### src/rtl/sg_dma_chan_sched.sv
// sg_dma_chan_sched: splits per-channel transfer requests into descriptors of at most
//   MAX_CHUNK beats and grants them round-robin, with one descriptor outstanding at a time.
// Latency: accept->desc_valid 2 cycles from IDLE; dma_done->cmp_valid 1; dma_done->next desc 2.
// Backpressure: descriptor held stable until desc_ready; req_ready low while a context is busy;
//   cmp_valid is a pulse with no backpressure.
// Ports:
//   clk, rst                      clock, async active-high reset
//   req_valid/req_addr/req_len    per-channel request (channel i in slice i), req_ready = context free
//   ch_en                         per-channel arbitration enable (disabled context is kept, skipped)
//   desc_valid/addr/len, desc_ready  descriptor to the DMA read engine
//   dma_done                      pulse: DMA finished the last accepted descriptor
//   cmp_valid/cmp_ch              per-request completion pulse
//   busy                          FSM not in IDLE
module sg_dma_chan_sched #(
  parameter int NUM_CH     = 4,
  parameter int ADDR_WIDTH = 64,
  parameter int LEN_WIDTH  = 16,
  parameter int MAX_CHUNK  = 256,
  parameter int BEAT_BYTES = 64
) (
  input  logic                           clk,
  input  logic                           rst,
  input  logic [NUM_CH-1:0]              req_valid,
  input  logic [NUM_CH*ADDR_WIDTH-1:0]   req_addr,
  input  logic [NUM_CH*LEN_WIDTH-1:0]    req_len,
  output logic [NUM_CH-1:0]              req_ready,
  input  logic [NUM_CH-1:0]              ch_en,
  output logic                           desc_valid,
  output logic [ADDR_WIDTH-1:0]          desc_addr,
  output logic [LEN_WIDTH-1:0]           desc_len,
  input  logic                           desc_ready,
  input  logic                           dma_done,
  output logic                           cmp_valid,
  output logic [$clog2(NUM_CH)-1:0]      cmp_ch,
  output logic                           busy
);

  localparam int CH_W = $clog2(NUM_CH);
  localparam logic [LEN_WIDTH-1:0]  LP_MAX_CHUNK  = LEN_WIDTH'(MAX_CHUNK);
  localparam logic [ADDR_WIDTH-1:0] LP_BEAT_BYTES = ADDR_WIDTH'(BEAT_BYTES);

  typedef enum logic [1:0] {S_IDLE, S_ARB, S_ISSUE, S_WAIT_DONE} state_t;

  state_t                r_state;
  state_t                w_state_nx;

  logic [NUM_CH-1:0]     r_active;
  logic [ADDR_WIDTH-1:0] r_cur_addr [NUM_CH];
  logic [LEN_WIDTH-1:0]  r_rem_len  [NUM_CH];
  logic [CH_W-1:0]       r_rr_ptr;
  logic [CH_W-1:0]       r_gnt_ch;
  logic [ADDR_WIDTH-1:0] r_desc_addr;
  logic [LEN_WIDTH-1:0]  r_desc_len;
  logic                  r_cmp_valid;
  logic [CH_W-1:0]       r_cmp_ch;

  logic [NUM_CH-1:0]     w_acc;
  logic [NUM_CH-1:0]     w_elig;
  logic [NUM_CH-1:0]     w_done_clr;
  logic                  w_any_elig;
  logic                  w_found;
  logic [CH_W-1:0]       w_idx;
  logic [CH_W-1:0]       w_gnt;
  logic                  w_gnt_zero;
  logic                  w_last_chunk;
  logic [LEN_WIDTH-1:0]  w_chunk_len;

  assign w_acc      = req_valid & ~r_active;
  assign w_elig     = r_active & ch_en;
  assign w_any_elig = |w_elig;

  // Round-robin: first eligible channel strictly after r_rr_ptr, wrapping.
  always_comb begin
    w_gnt   = r_rr_ptr;
    w_found = 1'b0;
    w_idx   = '0;
    for (int k = 1; k <= NUM_CH; k++) begin
      w_idx = CH_W'((int'(r_rr_ptr) + k) % NUM_CH);
      if (!w_found && w_elig[w_idx]) begin
        w_found = 1'b1;
        w_gnt   = w_idx;
      end
    end
  end

  assign w_gnt_zero   = (r_rem_len[w_gnt] == '0);
  assign w_chunk_len  = (r_rem_len[w_gnt] > LP_MAX_CHUNK) ? LP_MAX_CHUNK : r_rem_len[w_gnt];
  // The outstanding chunk is the last one when it covers everything that remains.
  assign w_last_chunk = (r_rem_len[r_gnt_ch] == r_desc_len);

  always_comb begin
    w_state_nx = r_state;
    w_done_clr = '0;
    case (r_state)
      // Requests accepted this edge count, so ARB follows the accept edge directly.
      S_IDLE: if (|((r_active | w_acc) & ch_en)) w_state_nx = S_ARB;
      S_ARB: begin
        if (!w_any_elig)     w_state_nx = S_IDLE;
        else if (w_gnt_zero) w_state_nx = S_ARB;
        else                 w_state_nx = S_ISSUE;
      end
      S_ISSUE: if (desc_ready) w_state_nx = S_WAIT_DONE;
      S_WAIT_DONE: begin
        if (dma_done) begin
          if (w_last_chunk) w_done_clr[r_gnt_ch] = 1'b1;
          w_state_nx = (|(((r_active & ~w_done_clr) | w_acc) & ch_en)) ? S_ARB : S_IDLE;
        end
      end
      default: w_state_nx = S_IDLE;
    endcase
  end

  always_ff @(posedge clk or posedge rst) begin
    if (rst) r_state <= S_IDLE;
    else     r_state <= w_state_nx;
  end

  always_ff @(posedge clk or posedge rst) begin
    if (rst) begin
      r_active    <= '0;
      r_rr_ptr    <= CH_W'(NUM_CH - 1);
      r_gnt_ch    <= '0;
      r_desc_addr <= '0;
      r_desc_len  <= '0;
      r_cmp_valid <= 1'b0;
      r_cmp_ch    <= '0;
      for (int i = 0; i < NUM_CH; i++) begin
        r_cur_addr[i] <= '0;
        r_rem_len[i]  <= '0;
      end
    end else begin
      r_cmp_valid <= 1'b0;
      for (int i = 0; i < NUM_CH; i++) begin
        if (w_acc[i]) begin
          r_active[i]   <= 1'b1;
          r_cur_addr[i] <= req_addr[i*ADDR_WIDTH +: ADDR_WIDTH];
          r_rem_len[i]  <= req_len[i*LEN_WIDTH +: LEN_WIDTH];
        end
      end
      if (r_state == S_ARB && w_any_elig) begin
        r_rr_ptr <= w_gnt;
        r_gnt_ch <= w_gnt;
        if (w_gnt_zero) begin
          // Zero-length request completes without touching the DMA.
          r_active[w_gnt] <= 1'b0;
          r_cmp_valid     <= 1'b1;
          r_cmp_ch        <= w_gnt;
        end else begin
          r_desc_addr <= r_cur_addr[w_gnt];
          r_desc_len  <= w_chunk_len;
        end
      end
      if (r_state == S_WAIT_DONE && dma_done) begin
        r_rem_len[r_gnt_ch]  <= r_rem_len[r_gnt_ch] - r_desc_len;
        r_cur_addr[r_gnt_ch] <= r_cur_addr[r_gnt_ch] + ADDR_WIDTH'(r_desc_len) * LP_BEAT_BYTES;
        if (w_last_chunk) begin
          r_active[r_gnt_ch] <= 1'b0;
          r_cmp_valid        <= 1'b1;
          r_cmp_ch           <= r_gnt_ch;
        end
      end
    end
  end

  assign req_ready  = ~r_active;
  assign desc_valid = (r_state == S_ISSUE);
  assign desc_addr  = r_desc_addr;
  assign desc_len   = r_desc_len;
  assign cmp_valid  = r_cmp_valid;
  assign cmp_ch     = r_cmp_ch;
  assign busy       = (r_state != S_IDLE);

endmodule

### config.mk
export PLATFORM = sky130hd
export DESIGN_NAME = sg_dma_chan_sched
export DESIGN_NICKNAME = d
export VERILOG_FILES = /design/src/rtl/sg_dma_chan_sched.sv
export SDC_FILE = /design/constraint.sdc
export NUM_CORES = 1
export LEC_CHECK = 0
export CAP_MARGIN = 30
export CORE_ASPECT_RATIO = 1.1
export CORE_UTILIZATION = 50
export CTS_CLUSTER_DIAMETER = 200
export DETAILED_ROUTE_END_ITERATION = 8
export PLACE_DENSITY = 0.75
export SLEW_MARGIN = 25
export SYNTH_ARGS = -nofsm -noshare
export SYNTH_HDL_FRONTEND = slang
export SYNTH_SLANG_ARGS = --single-unit
### constraint.sdc
create_clock -name clk -period 30.7 [get_ports clk]
set_clock_uncertainty 0.2 [all_clocks]
set_input_delay 6.14 -clock clk [delete_from_list [all_inputs] [get_ports clk]]
set_output_delay 6.14 -clock clk [all_outputs]
set_load 0.05 [all_outputs]
==> flow_metrics.tcl, run 1 <==
set metrics [dict create \
    status "finished clean" \
    dpl.hpwl_mm 55.1 \
    tightest_slew_ns 1.20 \
    slew-limit-headroom 0.197 \
    r2r_setup_slack_ns 25.08 \
    synth-edff-count 0 \
    finalHoldViolCount 0 \
    p_comb_frac 0.530 \
    fp-row-count 85 \
    cp_num_buf_inv 4 \
    synthDistinctLibCells 73 \
    wl_mm 83.4 \
    antenna_found_initial 24 \
    cts-buffers-inserted 46 \
    post_cts_buffers 0 \
    vias 21800 \
    ys_top_cells_by_area "dfrtp_1 (41%), mux2i_1 (9.2%), a21oi_1 (5.6%)" \
    p_leak_nw 12.0 \
    overflow 0 \
    hold_start "desc_addr[25]$_DFFE_PP0P_" \
    path_class "input port to flip-flop" \
    drive_gt1_frac 0.100 \
    drtIter0Drc 2168 \
    wire_per_inst_um 23.7 \
    postCtsHoldBufs 0 \
    tns_ns 0 \
    power_frac_seq 0.299 \
    crit_chain "clkdlybuf4s50_1, nand2_1, a311o_1, o211ai_1, buf_4, buf_4, mux2_2, a41oi_1, o21ai_4, buf_6, o21ai_0" \
    start_util 0.509 \
    ir_drop_uv 78.3 \
    timing.final.ws_setup_ns 20.09 \
    cts_tree "yes" \
    powerDensity_nw_per_um2 109 \
    cp_top_family "buffers and inverters" \
    synth_nets 2895 \
    avgSynthCellArea_sq_um 9.91 \
    netlist_area_sq_um 25100 \
    final.min_clock_period_ns 10.61 \
    clockBufferDepth 3 \
    p_switching_w 0.00149 \
    yosys.area.top_type "dfrtp_1" \
    worst-path-stages 11 \
    ff2ff_path_depth 15 \
    drc_errors 0 \
    cts-root-buf "clkbuf_16" \
    path_max_fanout 112 \
    grt_pass1_wl_mm 129 \
    fmax_mhz 94.3 \
    synth_top_area_share 0.410 \
    cp-start-kind "input port" \
    coreArea_sq_um 49200 \
    r2r-start "r_gnt_ch[0]$_DFFE_PP0P_" \
    io_pins 421 \
    path_clk_slew_ns 0.06 \
    rsz0062_at_grt "no" \
    cp_common_cell "buf_4" \
    synth_flop_cell "dfrtp_1" \
    yosys_warnings 0 \
    ctsResizeCount 0 \
    clock-sinks 413 \
    port_buffers 420 \
    setup_violations 0 \
    maxCapViolCount 0 \
    ys_seq_elements 413 \
    seq_area_frac_synth 0.412 \
    die_w_um 216 \
    groute.usage.overall 0.324 \
    grt_max_degree 162 \
    cpPeakStageDelay_ns 0.70 \
    min_path_type "flip-flop to flip-flop" \
    crit_slowest_cell "o21ai_4" \
    post-place-ws_ns 19.58 \
    intPower_w 0.00192 \
    rr_endpoint "r_rem_len[14]$_DFF_PP0_" \
    p_clk_frac 0.171 \
    htree_levels 2 \
    holdPathStages 2 \
    viasPerCell 6.18 \
    die_h_um 237 \
    hold-path-endpoint "desc_addr[25]$_DFFE_PP0P_" \
    switching_share 0.437 \
    die_area_sq_um 51100 \
    grt_pass1_vias 21800 \
    cp-end-kind "flip-flop" \
    finalMaxSlewViolations 0 \
    syn_inst 2530 \
    arrival_ns 10.82 \
    syn2layout_area_growth_pct 24.7 \
    drt_first_pass_iters 5 \
    crit_start "ch_en[1]" \
    drtAntennaViolNets 0 \
    gp_congestion 0.923 \
    min_period_over_period 0.346 \
    crit_required_ns 30.91 \
    synth-async-reset-ratio 1.00 \
    fin_nets 3189 \
    clk-insertion-delay-late_ns 0.58 \
]
power groups by stage:
stage          registers, W  logic, W  clock network (W)
4_1_cts             0.00101   0.00180           0.000590
2_1_floorplan       0.00105   0.00125                  0
6_report            0.00102   0.00181           0.000585
3_5_place_dp        0.00102   0.00178                  0
3_3_place_gp        0.00100   0.00174                  0
5_1_grt             0.00105   0.00197           0.000614
area by class of cell:
| class | count | area (sq um) |
|---|---|---|
| diodes | 13 | 32.5 |
| well taps | 652 | 816 |
| inverters | 27 | 109 |
| repair buffers | 456 | 4620 |
| clock buffers | 70 | 1420 |
| fillers | 4021 | 18000 |
| flip-flops and latches | 413 | 10300 |
| multi-input cells | 1880 | 13800 |
| clock inverters | 13 | 170 |
layer usage:
metal / vias to the layer above / wire (um) / global-route usage
met5: - / 157 / 0
met4: 26 / 3410 / 0.137
met3: 218 / 6440 / 0.0673
met2: 974 / 39800 / 0.520
met1: 10800 / 33600 / 0.427
li1: 9806 / - / -
tightest hold or removal path, cell delays in order, from the launching register on:
cell and delay, ns:
dfrtp_1 0.34, nand2_1 0.05, o21ai_0 0.06
placed cells by master (no fill, tap or decap), types with 13 or more instances in the layout:
cell and n:
nor2_1 90, ha_1 31, a211oi_1 172, xor2_1 33, nor2b_1 180, dfrtp_1 409
o21ai_0 223, clkdlybuf4s50_1 420, mux2_2 73, a21oi_1 281, buf_4 26, inv_1 26
nand3_1 23, mux4_1 15, nand4b_1 17, nand4_1 22, clkbuf_16 49, mux4_2 59
mux2i_1 230, a21o_1 15, diode_2 13, nand2_1 241, xnor2_1 31
synth_stat cells, types with 7 or more instances:
cell / instances
dfrtp_1: 411
a21oi_1: 281
nand2_1: 241
mux2i_1: 230
o21ai_0: 223
nor2b_1: 184
a211oi_1: 172
clkbuf_1: 155
nor2_1: 91
mux2_2: 73
mux4_2: 59
xor2_1: 33
ha_1: 31
xnor2_1: 31
buf_2: 30
inv_1: 27
nand3_1: 23
nand4_1: 22
nand4b_1: 17
a21o_1: 15
mux4_1: 15
buf_1: 11
nor4_1: 11
and3_1: 10
nor3_1: 10
nand2b_1: 7
o21ai_1: 7
or4_1: 7
worst max-delay path by stage:
stage / to / slack [ns]
finish: desc_addr[18]$_DFFE_PP0P_ / 20.09
global route: desc_addr[10]$_DFFE_PP0P_ / 19.77
CTS: desc_addr[41]$_DFFE_PP0P_ / 20.19
detailed placement: desc_addr[41]$_DFFE_PP0P_ / 19.58
global placement: desc_addr[10]$_DFFE_PP0P_ / 19.42
floorplan: async pin / 12.87
flip-flops by register name, indices dropped and copies added, names as in the netlist, 2 cells and up, named ones only:
signal      flops
cmp_ch          2
r_active        4
r_gnt_ch        2
desc_addr      64
r_cur_addr    256
desc_len       16
r_rr_ptr        2
r_rem_len      64
through the flow:
step | area, sq um | utilization | cells | hold slack, ns | total power (W)
after global routing | 31300 | 0.635 | 3522 | 0.302 | 0.00363
after floorplan | 25100 | - | 2530 | 0.299 | 0.00230
after detailed placement | 29600 | 0.601 | 3425 | 0.272 | 0.00280
final | 31300 | 0.635 | 3524 | 0.279 | 0.00341
after CTS | 31200 | 0.633 | 3508 | 0.286 | 0.00340
after global placement | 29500 | 0.599 | 3423 | 0.265 | 0.00274
cells by family after synthesis:
logic type,count (synthesis),synth area share
and+or+nand+nor,661,0.137
DFF,413,0.412
muxes,378,0.194
buffers and inverters,237,0.0423
AOI/OAI and AO/OA,738,0.171
adders and majority gates,33,0.0171
xor gates and xnor gates,70,0.0262
No activity file was read; power rests on OpenSTA's default activity.
==> inputs of run 2 (changes only) <==
--- a/config.mk
+++ b/config.mk
@@ -7,10 +7,10 @@
 export LEC_CHECK = 0
 export CAP_MARGIN = 30
 export CORE_ASPECT_RATIO = 1.1
-export CORE_UTILIZATION = 50
+export CORE_UTILIZATION = 49
 export CTS_CLUSTER_DIAMETER = 200
 export DETAILED_ROUTE_END_ITERATION = 8
-export PLACE_DENSITY = 0.75
+export PLACE_DENSITY = 0.76
 export SLEW_MARGIN = 25
 export SYNTH_ARGS = -nofsm -noshare
 export SYNTH_HDL_FRONTEND = slang
==> constraint.sdc (replaced) <==
create_clock -name clk -period 8.6 [get_ports clk]
set_clock_uncertainty 0.2 [all_clocks]
set_input_delay 1.72 -clock clk [delete_from_list [all_inputs] [get_ports clk]]
set_output_delay 1.72 -clock clk [all_outputs]
set_load 0.05 [all_outputs]
==> run 2 against run 1 <==
  * Critical endpoint is now desc_addr[35]$_DFFE_PP0P_
  * Die area grew 2.0%
  * Cell count increased by 0.71%
  * Core utilization down 1.3 points
  * Hold slack gained 0.0016 ns
  * Largest cell class unchanged
  * Non-clock buffer count rose by 3
  * Sequential share of layout area is 0.083 points lower
  * Clock power grew to 3.7 times the previous value
  * Setup slack worse by 17 ns
==> flow_metrics.tcl, run 2 (synthesis results as in run 1) <==
set metrics [dict create \
    status "finished clean" \
    post_cts_buffers 0 \
    stdcell_count 3549 \
    cts_tree "yes" \
    layout_commonest_cell "clkdlybuf4s50_1" \
    cts-root-buf "clkbuf_16" \
    fin_nets 3194 \
    drive_gt1_frac 0.102 \
    tightest_slew_ns 1.03 \
    largest_register_ffs 256 \
    clk-insertion-delay-late_ns 0.60 \
    antenna_found_initial 30 \
    clock-sinks 413 \
    ir_drop_uv 244 \
    die_area_sq_um 52100 \
    path_clk_slew_ns 0.06 \
    drc_errors 0 \
    holdWs_ns 0.281 \
    cts-buffers-inserted 48 \
    drtAntennaViolNets 0 \
    clockBufferDepth 3 \
    fp-row-count 86 \
    fmax_mhz 187 \
    crit_start "ch_en[1]" \
    htree_levels 2 \
    die_w_um 218 \
    maxCapViolCount 0 \
    hold-path-endpoint "desc_addr[26]$_DFFE_PP0P_" \
    port_buffers 420 \
    dp.cells 3436 \
    ff2ff_path_depth 14 \
    die_h_um 239 \
    min_period_over_period 0.623 \
    drtIter0Drc 1871 \
    grt_max_degree 158 \
    rsz0062_at_grt "no" \
    slew-limit-headroom 0.313 \
    min_path_type "flip-flop to flip-flop" \
    finalHoldViolCount 0 \
    cp-start-kind "input port" \
    start_util 0.498 \
    r2r_setup_slack_ns 3.34 \
    holdPathStages 2 \
    crit_required_ns 8.84 \
    coreArea_sq_um 50400 \
    wire_per_inst_um 23.4 \
    powerDensity_nw_per_um2 389 \
    tns_ns 0 \
    regMostFlops "r_cur_addr" \
    setup_violations 0 \
    drt_first_pass_iters 7 \
    grt_pass1_vias 21900 \
    grt_pass1_wl_mm 128 \
    cp-end-kind "flip-flop" \
    p_leak_nw 12.1 \
    final.min_clock_period_ns 5.36 \
    r2r-start "r_gnt_ch[1]$_DFFE_PP0P_" \
    postCtsHoldBufs 0 \
    hold_start "desc_addr[26]$_DFFE_PP0P_" \
    finalMaxSlewViolations 0 \
    groute.usage.overall 0.317 \
    arrival_ns 5.59 \
    ctsResizeCount 0 \
    layout_common_cells "clkdlybuf4s50_1 (420), dfrtp_1 (409), a21oi_1 (281), nand2_1 (241), mux2i_1 (230)" \
    path_max_fanout 52 \
    overflow 0 \
    dpl.hpwl_mm 55.4 \
    syn2layout_area_growth_pct 25.0 \
    vias 21800 \
    rr_endpoint "r_cur_addr[50]$_DFF_PP0_" \
    gp_congestion 0.902 \
    viasPerCell 6.15 \
    path_class "input port to flip-flop" \
    io_pins 421 \
    wl_mm 83.1 \
]
-- run 2: final cells by class --
class	count	area, sq um
fillers	4083	19000
clock buffers	77	1510
diodes	24	60.1
flip-flops and latches	413	10300
inverters	27	105
multi-input cells	1880	13800
repair buffers	459	4610
well taps	660	826
clock inverters	9	128
-- run 2: where the power goes --
| part | switching (W) | internal [W] |
|---|---|---|
| Sequential | 0.000780 | 0.00285 |
| Clock | 0.000854 | 0.00129 |
| Combinational | 0.00368 | 0.00276 |
-- run 2: critical path, stage by stage --
cell	delay (ns)
clkdlybuf4s50_1	0.51
nand2_1	0.12
o311ai_4	0.24
buf_4	0.71
mux2i_1	0.33
nor4bb_1	0.41
a41oi_1	0.15
o21ai_4	0.39
buf_16	0.23
buf_4	0.51
o21ai_0	0.22
-- run 2: how the worst max path moves through the flow --
stage                                     end  depth (start not counted)
floorplan                           async pin                          1
global placement    desc_addr[42]$_DFFE_PP0P_                         11
detailed placement  desc_addr[24]$_DFFE_PP0P_                         10
CTS                 desc_addr[59]$_DFFE_PP0P_                         10
global route        desc_addr[27]$_DFFE_PP0P_                         12
finish              desc_addr[35]$_DFFE_PP0P_                         11
-- run 2: through the flow --
step	total power, W	instance area, sq um	util	setup WS [ns]
4_1_cts	0.0121	31200	0.620	2.96
3_5_place_dp	0.00994	29600	0.587	2.29
5_1_grt	0.0130	31300	0.622	3.06
2_1_floorplan	0.00821	25100	-	1.11
6_report	0.0122	31400	0.623	3.24
3_3_place_gp	0.00971	29600	0.587	2.47
-- run 2: layer usage --
metal / wire length, um / GRT usage
met1: 33500 / 0.414
met2: 39900 / 0.508
met3: 6070 / 0.0590
met4: 3480 / 0.148
met5: 133 / 0
